$ cat src/rtl/hex_scroll_if.sv
// Control and display bundle between board-level inputs and the scroll controller.
// The master side drives run/direction/length and buffer writes; the slave returns HEX, POS and WRAP.
interface hex_scroll_if;
   logic       RUN;
   logic       DIR;
   logic [4:0] LEN;
   logic       WE;
   logic [3:0] WADDR;
   logic [2:0] WDATA;
   logic [0:6] HEX7;
   logic [0:6] HEX6;
   logic [0:6] HEX5;
   logic [0:6] HEX4;
   logic [0:6] HEX3;
   logic [0:6] HEX2;
   logic [0:6] HEX1;
   logic [0:6] HEX0;
   logic [3:0] POS;
   logic       WRAP;

   modport master (
      output RUN, DIR, LEN, WE, WADDR, WDATA,
      input  HEX7, HEX6, HEX5, HEX4, HEX3, HEX2, HEX1, HEX0, POS, WRAP
   );

   modport slave (
      input  RUN, DIR, LEN, WE, WADDR, WDATA,
      output HEX7, HEX6, HEX5, HEX4, HEX3, HEX2, HEX1, HEX0, POS, WRAP
   );
endinterface

$ cat src/rtl/hex_scroll_ctrl.sv
// Scroll scheduler: rotates a window of a 16-entry character buffer across HEX7..HEX0.
// Optional macro HEX_SCROLL_BLINK_EN blanks the display for the first half of each step while holding.
module hex_scroll_ctrl #(
   parameter int TICK_DIV   = 50000000,
   parameter int MSG_MAX    = 16,
   parameter int HOLD_TICKS = 0
) (
   input logic         CLOCK_50,
   input logic         Resetn,
   hex_scroll_if.slave bus
);

   localparam int PW = $clog2(TICK_DIV);
   localparam logic [PW-1:0] TERM = PW'(TICK_DIV - 1);
`ifdef HEX_SCROLL_BLINK_EN
   localparam logic [PW-1:0] HALF = PW'(TICK_DIV / 2);
`endif

   typedef enum logic [1:0] {STOP, SCROLL, HOLD} state_t;

   state_t        state_q, state_d;
   logic [PW-1:0] presc_q, presc_d;
   logic [3:0]    pos_q, pos_d;
   logic [4:0]    len_q, len_d;
   logic [3:0]    hold_q, hold_d;
   logic          wrap_q, wrap_d;
   logic          step;
   logic [4:0]    len_new;
   logic [4:0]    pos_inc;
   logic [3:0]    pos_step;

   logic [2:0]    msg_buf [MSG_MAX];
   logic [0:6]    hex_d [8];
   logic [0:6]    hex_q [8];

   function automatic logic [0:6] seg_of(input logic [2:0] code);
      case (code)
         3'd1:    seg_of = 7'b1001000;
         3'd2:    seg_of = 7'b0110000;
         3'd3:    seg_of = 7'b1110001;
         3'd4:    seg_of = 7'b0000001;
         default: seg_of = 7'b1111111;
      endcase
   endfunction

   // Window index wraps with a true modulo so any length 1..16 tiles the eight digits.
   function automatic logic [3:0] win_idx(input logic [3:0] pos, input logic [2:0] k,
                                          input logic [4:0] len);
      logic [4:0] sum;
      sum = {1'b0, pos} + {2'b00, k};
      return 4'(sum % len);
   endfunction

   always_ff @(posedge CLOCK_50 or negedge Resetn) begin
      if (!Resetn) begin
         state_q <= STOP;
         presc_q <= '0;
         pos_q   <= 4'd0;
         len_q   <= 5'd8;
         hold_q  <= 4'd0;
         wrap_q  <= 1'b0;
      end else begin
         state_q <= state_d;
         presc_q <= presc_d;
         pos_q   <= pos_d;
         len_q   <= len_d;
         hold_q  <= hold_d;
         wrap_q  <= wrap_d;
      end
   end

   always_comb begin
      state_d  = state_q;
      presc_d  = presc_q;
      pos_d    = pos_q;
      len_d    = len_q;
      hold_d   = hold_q;
      wrap_d   = 1'b0;
      step     = (state_q != STOP) && (presc_q == TERM);
      len_new  = (bus.LEN == 5'd0 || bus.LEN > 5'(MSG_MAX)) ? 5'(MSG_MAX) : bus.LEN;
      pos_inc  = {1'b0, pos_q} + 5'd1;
      if (bus.DIR)
         pos_step = (pos_q == 4'd0) ? 4'(len_q - 5'd1) : pos_q - 4'd1;
      else
         pos_step = (pos_inc == len_q) ? 4'd0 : pos_inc[3:0];

      case (state_q)
         STOP: begin
            presc_d = '0;
            hold_d  = 4'd0;
            if (bus.RUN) begin
               len_d = len_new;
               if ({1'b0, pos_q} >= len_new)
                  pos_d = 4'd0;
               state_d = SCROLL;
            end
         end
         SCROLL: begin
            if (!bus.RUN) begin
               state_d = STOP;
               presc_d = '0;
               hold_d  = 4'd0;
            end else begin
               presc_d = step ? '0 : presc_q + PW'(1);
               if (step) begin
                  pos_d = pos_step;
                  if (pos_step == 4'd0) begin
                     wrap_d = 1'b1;
                     if (HOLD_TICKS > 0) begin
                        state_d = HOLD;
                        hold_d  = 4'(HOLD_TICKS);
                     end
                  end
               end
            end
         end
         HOLD: begin
            if (!bus.RUN) begin
               state_d = STOP;
               presc_d = '0;
               hold_d  = 4'd0;
            end else begin
               presc_d = step ? '0 : presc_q + PW'(1);
               // The step that empties the counter only releases the hold; POS moves on the next one.
               if (step) begin
                  hold_d = hold_q - 4'd1;
                  if (hold_q <= 4'd1)
                     state_d = SCROLL;
               end
            end
         end
         default: state_d = STOP;
      endcase
   end

   always_ff @(posedge CLOCK_50 or negedge Resetn) begin
      if (!Resetn) begin
         for (int i = 0; i < MSG_MAX; i++)
            msg_buf[i] <= 3'd0;
         msg_buf[0] <= 3'd1;
         msg_buf[1] <= 3'd2;
         msg_buf[2] <= 3'd3;
         msg_buf[3] <= 3'd3;
         msg_buf[4] <= 3'd4;
      end else if (bus.WE) begin
         msg_buf[bus.WADDR] <= bus.WDATA;
      end
   end

   // Digit k of the window drives HEX(7-k).
   always_comb begin
      for (int k = 0; k < 8; k++)
         hex_d[k] = seg_of(msg_buf[win_idx(pos_q, 3'(k), len_q)]);
`ifdef HEX_SCROLL_BLINK_EN
      if (state_q == HOLD && presc_q < HALF)
         for (int k = 0; k < 8; k++)
            hex_d[k] = 7'b1111111;
`endif
   end

   always_ff @(posedge CLOCK_50 or negedge Resetn) begin
      if (!Resetn) begin
         for (int k = 0; k < 8; k++)
            hex_q[k] <= 7'b1111111;
      end else begin
         for (int k = 0; k < 8; k++)
            hex_q[k] <= hex_d[k];
      end
   end

   assign bus.HEX7 = hex_q[0];
   assign bus.HEX6 = hex_q[1];
   assign bus.HEX5 = hex_q[2];
   assign bus.HEX4 = hex_q[3];
   assign bus.HEX3 = hex_q[4];
   assign bus.HEX2 = hex_q[5];
   assign bus.HEX1 = hex_q[6];
   assign bus.HEX0 = hex_q[7];
   assign bus.POS  = pos_q;
   assign bus.WRAP = wrap_q;

endmodule

$ cat src/flat_wrapper.sv
// flat-port wrapper written by rule: the top's interface ports become plain ports
module hex_scroll_ctrl_flat 
#(
   parameter int TICK_DIV   = 50000000,
   parameter int MSG_MAX    = 16,
   parameter int HOLD_TICKS = 0
)
  (CLOCK_50, Resetn, bus_RUN, bus_DIR, bus_LEN, bus_WE, bus_WADDR, bus_WDATA, bus_HEX7, bus_HEX6, bus_HEX5, bus_HEX4, bus_HEX3, bus_HEX2, bus_HEX1, bus_HEX0, bus_POS, bus_WRAP);
  hex_scroll_if bus_i ();
  input logic CLOCK_50;
  input logic Resetn;
  input wire logic [$bits(bus_i.RUN)-1:0] bus_RUN;
  input wire logic [$bits(bus_i.DIR)-1:0] bus_DIR;
  input wire logic [$bits(bus_i.LEN)-1:0] bus_LEN;
  input wire logic [$bits(bus_i.WE)-1:0] bus_WE;
  input wire logic [$bits(bus_i.WADDR)-1:0] bus_WADDR;
  input wire logic [$bits(bus_i.WDATA)-1:0] bus_WDATA;
  output wire logic [$bits(bus_i.HEX7)-1:0] bus_HEX7;
  output wire logic [$bits(bus_i.HEX6)-1:0] bus_HEX6;
  output wire logic [$bits(bus_i.HEX5)-1:0] bus_HEX5;
  output wire logic [$bits(bus_i.HEX4)-1:0] bus_HEX4;
  output wire logic [$bits(bus_i.HEX3)-1:0] bus_HEX3;
  output wire logic [$bits(bus_i.HEX2)-1:0] bus_HEX2;
  output wire logic [$bits(bus_i.HEX1)-1:0] bus_HEX1;
  output wire logic [$bits(bus_i.HEX0)-1:0] bus_HEX0;
  output wire logic [$bits(bus_i.POS)-1:0] bus_POS;
  output wire logic [$bits(bus_i.WRAP)-1:0] bus_WRAP;
  assign bus_i.RUN = bus_RUN;
  assign bus_i.DIR = bus_DIR;
  assign bus_i.LEN = bus_LEN;
  assign bus_i.WE = bus_WE;
  assign bus_i.WADDR = bus_WADDR;
  assign bus_i.WDATA = bus_WDATA;
  assign bus_HEX7 = bus_i.HEX7;
  assign bus_HEX6 = bus_i.HEX6;
  assign bus_HEX5 = bus_i.HEX5;
  assign bus_HEX4 = bus_i.HEX4;
  assign bus_HEX3 = bus_i.HEX3;
  assign bus_HEX2 = bus_i.HEX2;
  assign bus_HEX1 = bus_i.HEX1;
  assign bus_HEX0 = bus_i.HEX0;
  assign bus_POS = bus_i.POS;
  assign bus_WRAP = bus_i.WRAP;
  hex_scroll_ctrl #(.TICK_DIV(TICK_DIV), .MSG_MAX(MSG_MAX), .HOLD_TICKS(HOLD_TICKS)) u_core (.CLOCK_50(CLOCK_50), .Resetn(Resetn), .bus(bus_i));
endmodule
$ cat config.mk
export PLATFORM = sky130hd
export DESIGN_NAME = hex_scroll_ctrl_flat
export DESIGN_NICKNAME = d
export VERILOG_FILES = /design/src/rtl/hex_scroll_if.sv /design/src/rtl/hex_scroll_ctrl.sv /design/src/flat_wrapper.sv
export SDC_FILE = /design/constraint.sdc
export NUM_CORES = 1
export LEC_CHECK = 0
export BUFFER_PORTS_ARGS = -buffer_cell sky130_fd_sc_hd__buf_2
export CAP_MARGIN = 20
export CORE_ASPECT_RATIO = 0.9
export CORE_UTILIZATION = 55
export CTS_CLUSTER_SIZE = 14
export DETAILED_ROUTE_END_ITERATION = 16
export HOLD_SLACK_MARGIN = 0.05
export PLACE_DENSITY_LB_ADDON = 0.12
export SYNTH_ARGS = -nofsm -noshare
export SYNTH_HDL_FRONTEND = slang
export SYNTH_SLANG_ARGS = --single-unit
$ cat constraint.sdc
create_clock -name CLOCK_50 -period 14.15 [get_ports CLOCK_50]
set_input_delay 0.7075 -clock CLOCK_50 [delete_from_list [all_inputs] [get_ports CLOCK_50]]
set_output_delay 0.7075 -clock CLOCK_50 [all_outputs]
set_load 0.05 [all_outputs]
# --- Yosys cells after proc, flatten, opt, wreduce, memory -nomap -nowiden ---
# Cells that the tools add are included.
classes:
  add_sub_neg: 11
  mul: 0
  div: 8
  order_cmp: 13
  n_eq_ne: 43
  shifts: 0
  mux: 61
  n_bitwise: 9
  n_reduce_logical: 16
op_table:
  columns: ["op", "n"]
  rows:
  - ["one-hot mux 7 bit (4 select lines)", 8]
  - ["binary-select mux 3 bit (select 4 bit)", 8]
  - ["two-way mux 26 bit", 2]
  - ["one-hot mux 26 bit (2 select lines)", 1]
  - ["two-way mux 3 bit", 17]
  - ["bitwise mux 48 bit", 1]
  - ["equality test 3 x 2 -> 1 bit (second input constant)", 16]
  - [">= comparator 5 bit (second input constant)", 9]
  - ["NOT 4 -> 5 bit", 9]
  - ["two-way mux 4 bit", 10]
  - ["remainder unit 5 x 5 -> 5 bit", 7]
  - ["adder 26 x 1 -> 26 bit (second input constant)", 1]
  - ["equality test 26 bit (second input constant)", 1]
  - ["equality test 3 x 1 -> 1 bit (second input constant)", 8]
  - ["equality test 3 bit (second input constant)", 8]
  - ["adder 4 x 3 -> 5 bit (second input constant)", 4]
  - ["demux 3 bit (select 4 bit)", 1]
  - ["one-hot mux 4 bit (3 select lines)", 1]
  - ["subtractor 4 x 1 -> 4 bit (second input constant)", 3]
  - ["adder 4 x 2 -> 5 bit (second input constant)", 2]
  - ["two-way mux 2 bit", 5]
  - ["logical NOT 4 bit", 2]
  - ["one-hot mux 4 bit (2 select lines)", 1]
  - ["!= test 2 bit (second input constant)", 3]
  - ["other kinds (25)", 33]
totals:
  ff_bits: 146
  latchBits: 0
  ramBits: 0
  romBits: 0
  wordCells: 191
  n_memories: 0

# --- Longest topological paths before layout ---
depth:
  word_depth: 9
  mapped_depth: 37
  ltp_nobuf: 35

# --- Worst setup path after synthesis ---
# No wires, ideal clock.
synth_timing:
  path_type: "register to register"
  startpoint: "reg u_core.pos_q[1] (netlist: u_core.bus.POS[1])"
  endpoint: "reg u_core.hex_q, in the netlist u_core.bus.HEX3[3]"
  setup_time_ns: 0.082
  t_arrival_ns: 8.504
  required_ns: 14.068
  slack_ns: 5.564
  stages_incl_launch_ff: 32
  path_buffers: 2
  synth_period_minus_slack_ns: 8.586
  cell_sequence: "dfrtp_1 clkbuf_1 inv_1 ha_1 nand2b_1 o311ai_0 o21ai_0 a21boi_0 ha_1 o21a_1 o21ai_0 mux2_4 ha_1 nor2b_1 a311o_1 a31oi_1 mux2_4 ha_1 o21a_1 o31ai_1 a31o_2 mux2i_1 inv_1 ha_1 a31oi_1 o21ai_1 mux2i_1 buf_2 mux4_2 mux2i_1 mux2i_4 mux2_2"
synth_lines:
  columns: ["element", "line_no", "source"]
  rows:
  - ["start, declared", "hex_scroll_ctrl.sv:23", "logic [3:0] pos_q, pos_d;"]
  - ["start signal, assigned", "hex_scroll_ctrl.sv:65", "pos_q <= pos_d;"]
  - ["end signal, assigned by index", "hex_scroll_ctrl.sv:167", "hex_q[k] <= hex_d[k];"]
  - ["end, declared", "hex_scroll_ctrl.sv:34", "logic [0:6] hex_q [8];"]

==> results by group <==
Run
  – Max cap viols: 0

Setup path
  – Largest stage delay on the critical path: 570 ps
  – CP startpoint kind: flip-flop
  – Worst Path Max Fanout: 20
  – Crit path arrival time: 9650 ps
  – Reg-to-reg slack, setup: 4850 ps
  – Reg-to-reg endpoint: u_core.bus.HEX3[3]
  – FF-to-FF path depth: 30
  – Critical path class: flip-flop to flip-flop
  – CP max stage cell: clkinv_1
  – Critical Path End Type: flip-flop
  – Critical Path Start: u_core.bus.POS[0]
  – Required @ worst endpoint: 14500 ps
  – Crit Reg-Reg Startpoint: u_core.bus.POS[0]
  – Cell mode on critical path: ha_1

Clocking
  – H-tree depth: 4
  – Later-pin clock latency in the skew report: 430 ps
  – Post CTS Setup Buffer Count: 0
  – CTS root buf: clkbuf_16
  – CTS clk-pin slew, worst paths: 70 ps
  – Clk sinks: 125
  – CTS tree: yes
  – Hold_buf cts: 0
  – Clock tree buffer depth: 2
  – Cts bufs inserted: 17
  – CTS resizes: 0

Yosys
  – Ys Warns: 0
  – Count of cell types in the netlist: 79
  – Post-synth top flop: dfrtp_1
  – Post-Syn Nets: 1654
  – Sequential share of the synthesized area: 0.2166
  – Top cell type by total area after synthesis: mux2i_1
  – Netlist Area Pre-Place: 0.01472 mm^2
  – Dominant cells by area after synthesis: mux2i_1 14%, dfrtp_1 13%, ha_1 12%
  – Async SR Flop Fraction: 1.000
  – Top-area cell type share of the netlist area: 0.1435
  – Yosys reg bits: 125
  – Post-synth EDFFs: 0
  – Avg Cell Area, Syn: 9.911 um^2
  – Cells after Synth: 1485

Route
  – Drt total wl: 38.96 mm
  – DRT iter0 DRCs: 809
  – Antenna-violating nets left: 0
  – DRC errors left: 0
  – Via count: 11.89k
  – Vias per cell: 6.257
  – First-pass DRT Iterations: 5
  – Routed len/inst: 20.49 um

Place
  – Port buffer count: 77
  – Routability cong.: 0.9293
  – DP HPWL: 26.96 mm

STA
  – Minimum clock period after layout: 9304 ps
  – RSZ-0062 raised after global routing: false
  – Final Hold Fails: 0
  – # setup viols final: 0
  – TNS Setup: 0 ps
  – Final Skew: 17.98 ps
  – Final period util: 0.6575
  – Pins Over Slew Limit: 0
  – Rel. slew slack: 0.2580
  – Worst slew pin tran: 1090 ps
  – Max Clock Freq: 0.1075 GHz

Floorplanning
  – Initial core utilization: 0.5616
  – Die width: 174.4 um
  – Top Ports: 78
  – Die Height: 157.2 um
  – Rows: 56
  – Die ar.: 0.02742 mm^2
  – Core area: 0.02621 mm^2

Layout
  – Fill count: 2236
  – Layout area overhead: 8.671%
  – Nets: 1709
  – Antenna cells: 0
  – Commonest non-fill, non-tap cell in the layout: mux2i_1
  – Layout cells sized above 1: 0.2331
  – Most frequent cells in the layout: 210 x mux2i_1, 142 x ha_1, 103 x mux2_2

GRT
  – Largest net degree at the start of global routing: 69
  – Gr ovfl total: 0
  – Initial antenna violation count: 0
  – All-Layer GR Usage: 0.2873
  – Vias in the first global route: 11.36k
  – First-pass GRT wire length: 61.49 mm

Min path
  – Hold Crit Class: primary input to async pin

Status
  – Status: finished, final reports clean
[per-layer routing]
metal | GRT usage | part of all wire | up-vias | wire length, um
met4 | 0.09231 | 0.028 | 0 | 1074
met2 | 0.4640 | 0.45 | 473 | 17560
li1 | - | - | 5601 | -
met1 | 0.3891 | 0.45 | 5739 | 17470
met3 | 0.05266 | 0.073 | 81 | 2847
met5 | 0 | 0 | - | 0
[state kept, by name (all words and copies together), names as in the netlist, 5 cells and up]
signal	flops
u_core.bus.HEX4	5
u_core.bus.HEX5	5
u_core.msg_buf	48
u_core.bus.HEX7	5
u_core.bus.HEX2	5
u_core.bus.HEX6	5
u_core.presc_q	26
u_core.len_q	5
u_core.bus.HEX0	5
u_core.bus.HEX1	5
u_core.bus.HEX3	5
[through the flow]
stage / util / cells / hold WS, ps / setup WS [ps] / area, um^2
detailed placement: 0.5867 / 1868 / 502.1 / 4904 / 15370
finish: 0.6103 / 1901 / 404.1 / 4846 / 15990
CTS: 0.6099 / 1900 / 421.5 / 4865 / 15980
global route: 0.6103 / 1901 / 467.0 / 4218 / 15990
floorplan: - / 1485 / 411.9 / 5564 / 14720
global placement: 0.5867 / 1868 / 500.5 / 4990 / 15370
[cell type report]
| type | instances | area (um^2) | area share |
|---|---|---|---|
| clock buffer | 18 | 439.2 | 0.02746 |
| clock inverter | 14 | 168.9 | 0.01056 |
| inverter | 47 | 176.4 | 0.01103 |
| multi-input combinational | 1251 | 11040 | 0.6900 |
| sequential | 125 | 3188 | 0.1993 |
| tap | 348 | 435.4 | 0.02722 |
| timing repair buffer | 98 | 550.5 | 0.03442 |
[worst max path at each step]
| stage | end | slack, ps |
|---|---|---|
| 3_5_place_dp | u_core.bus.HEX2[3] | 4900 |
| 2_1_floorplan | u_core.bus.HEX3[3] | 5560 |
| 6_report | u_core.bus.HEX3[3] | 4850 |
| 5_1_grt | u_core.bus.HEX0[4] | 4220 |
| 4_1_cts | u_core.bus.HEX2[3] | 4860 |
| 3_3_place_gp | u_core.bus.HEX2[3] | 4990 |
[worst max-delay path, delay by kind of cell, from the launching register on]
family                   cells  cell delay (ps)
AO/OA/AOI/OAI               12             3130
multiplexers                 8             2520
adder cells (fa/ha/maj)      5             1750
buffers and inverters        4             1330
flip-flops                   1              330
AND/OR/NAND/NOR              1              150
[cell usage after synthesis (all sizes together), types with 4 or more instances]
library cell and instances:
mux2i 215, ha 142, mux2 107, a21oi 97, nand2 94, nor2 82, dfrtp 77, o21ai 65
xor2 65, xnor2 62, mux4 49, dfstp 48, inv 45, buf 44, a21o 27, nand2b 26
nand3 26, clkbuf 18, nor2b 18, nor3 13, a31oi 10, and2 10, fa 10, o31ai 10
o21a 9, nand4 8, o211ai 8, or3 7, and3 6, nor4 6, a21boi 5, a22oi 5
nor3b 5, nor4bb 5, nor4b 4, o22a 4, or4b 4
[logic make-up (layout without fill, tap and decap cells)]
| group | count (synthesis) | in the layout | share of synthesized area |
|---|---|---|---|
| mux | 371 | 371 | 0.3077 |
| simple gates | 326 | 326 | 0.1102 |
| compound gates | 274 | 274 | 0.1198 |
| fa+ha+maj | 152 | 152 | 0.1343 |
| xor+xnor | 127 | 127 | 0.07558 |
| flops | 125 | 125 | 0.2166 |
| buf+inv | 109 | 177 | 0.03562 |
| other cells | 1 | 1 | 0.0002548 |
Power is left out: the tool's default activity adds up to more than one toggle a clock period on the data nets, which glitch-free logic cannot reach.
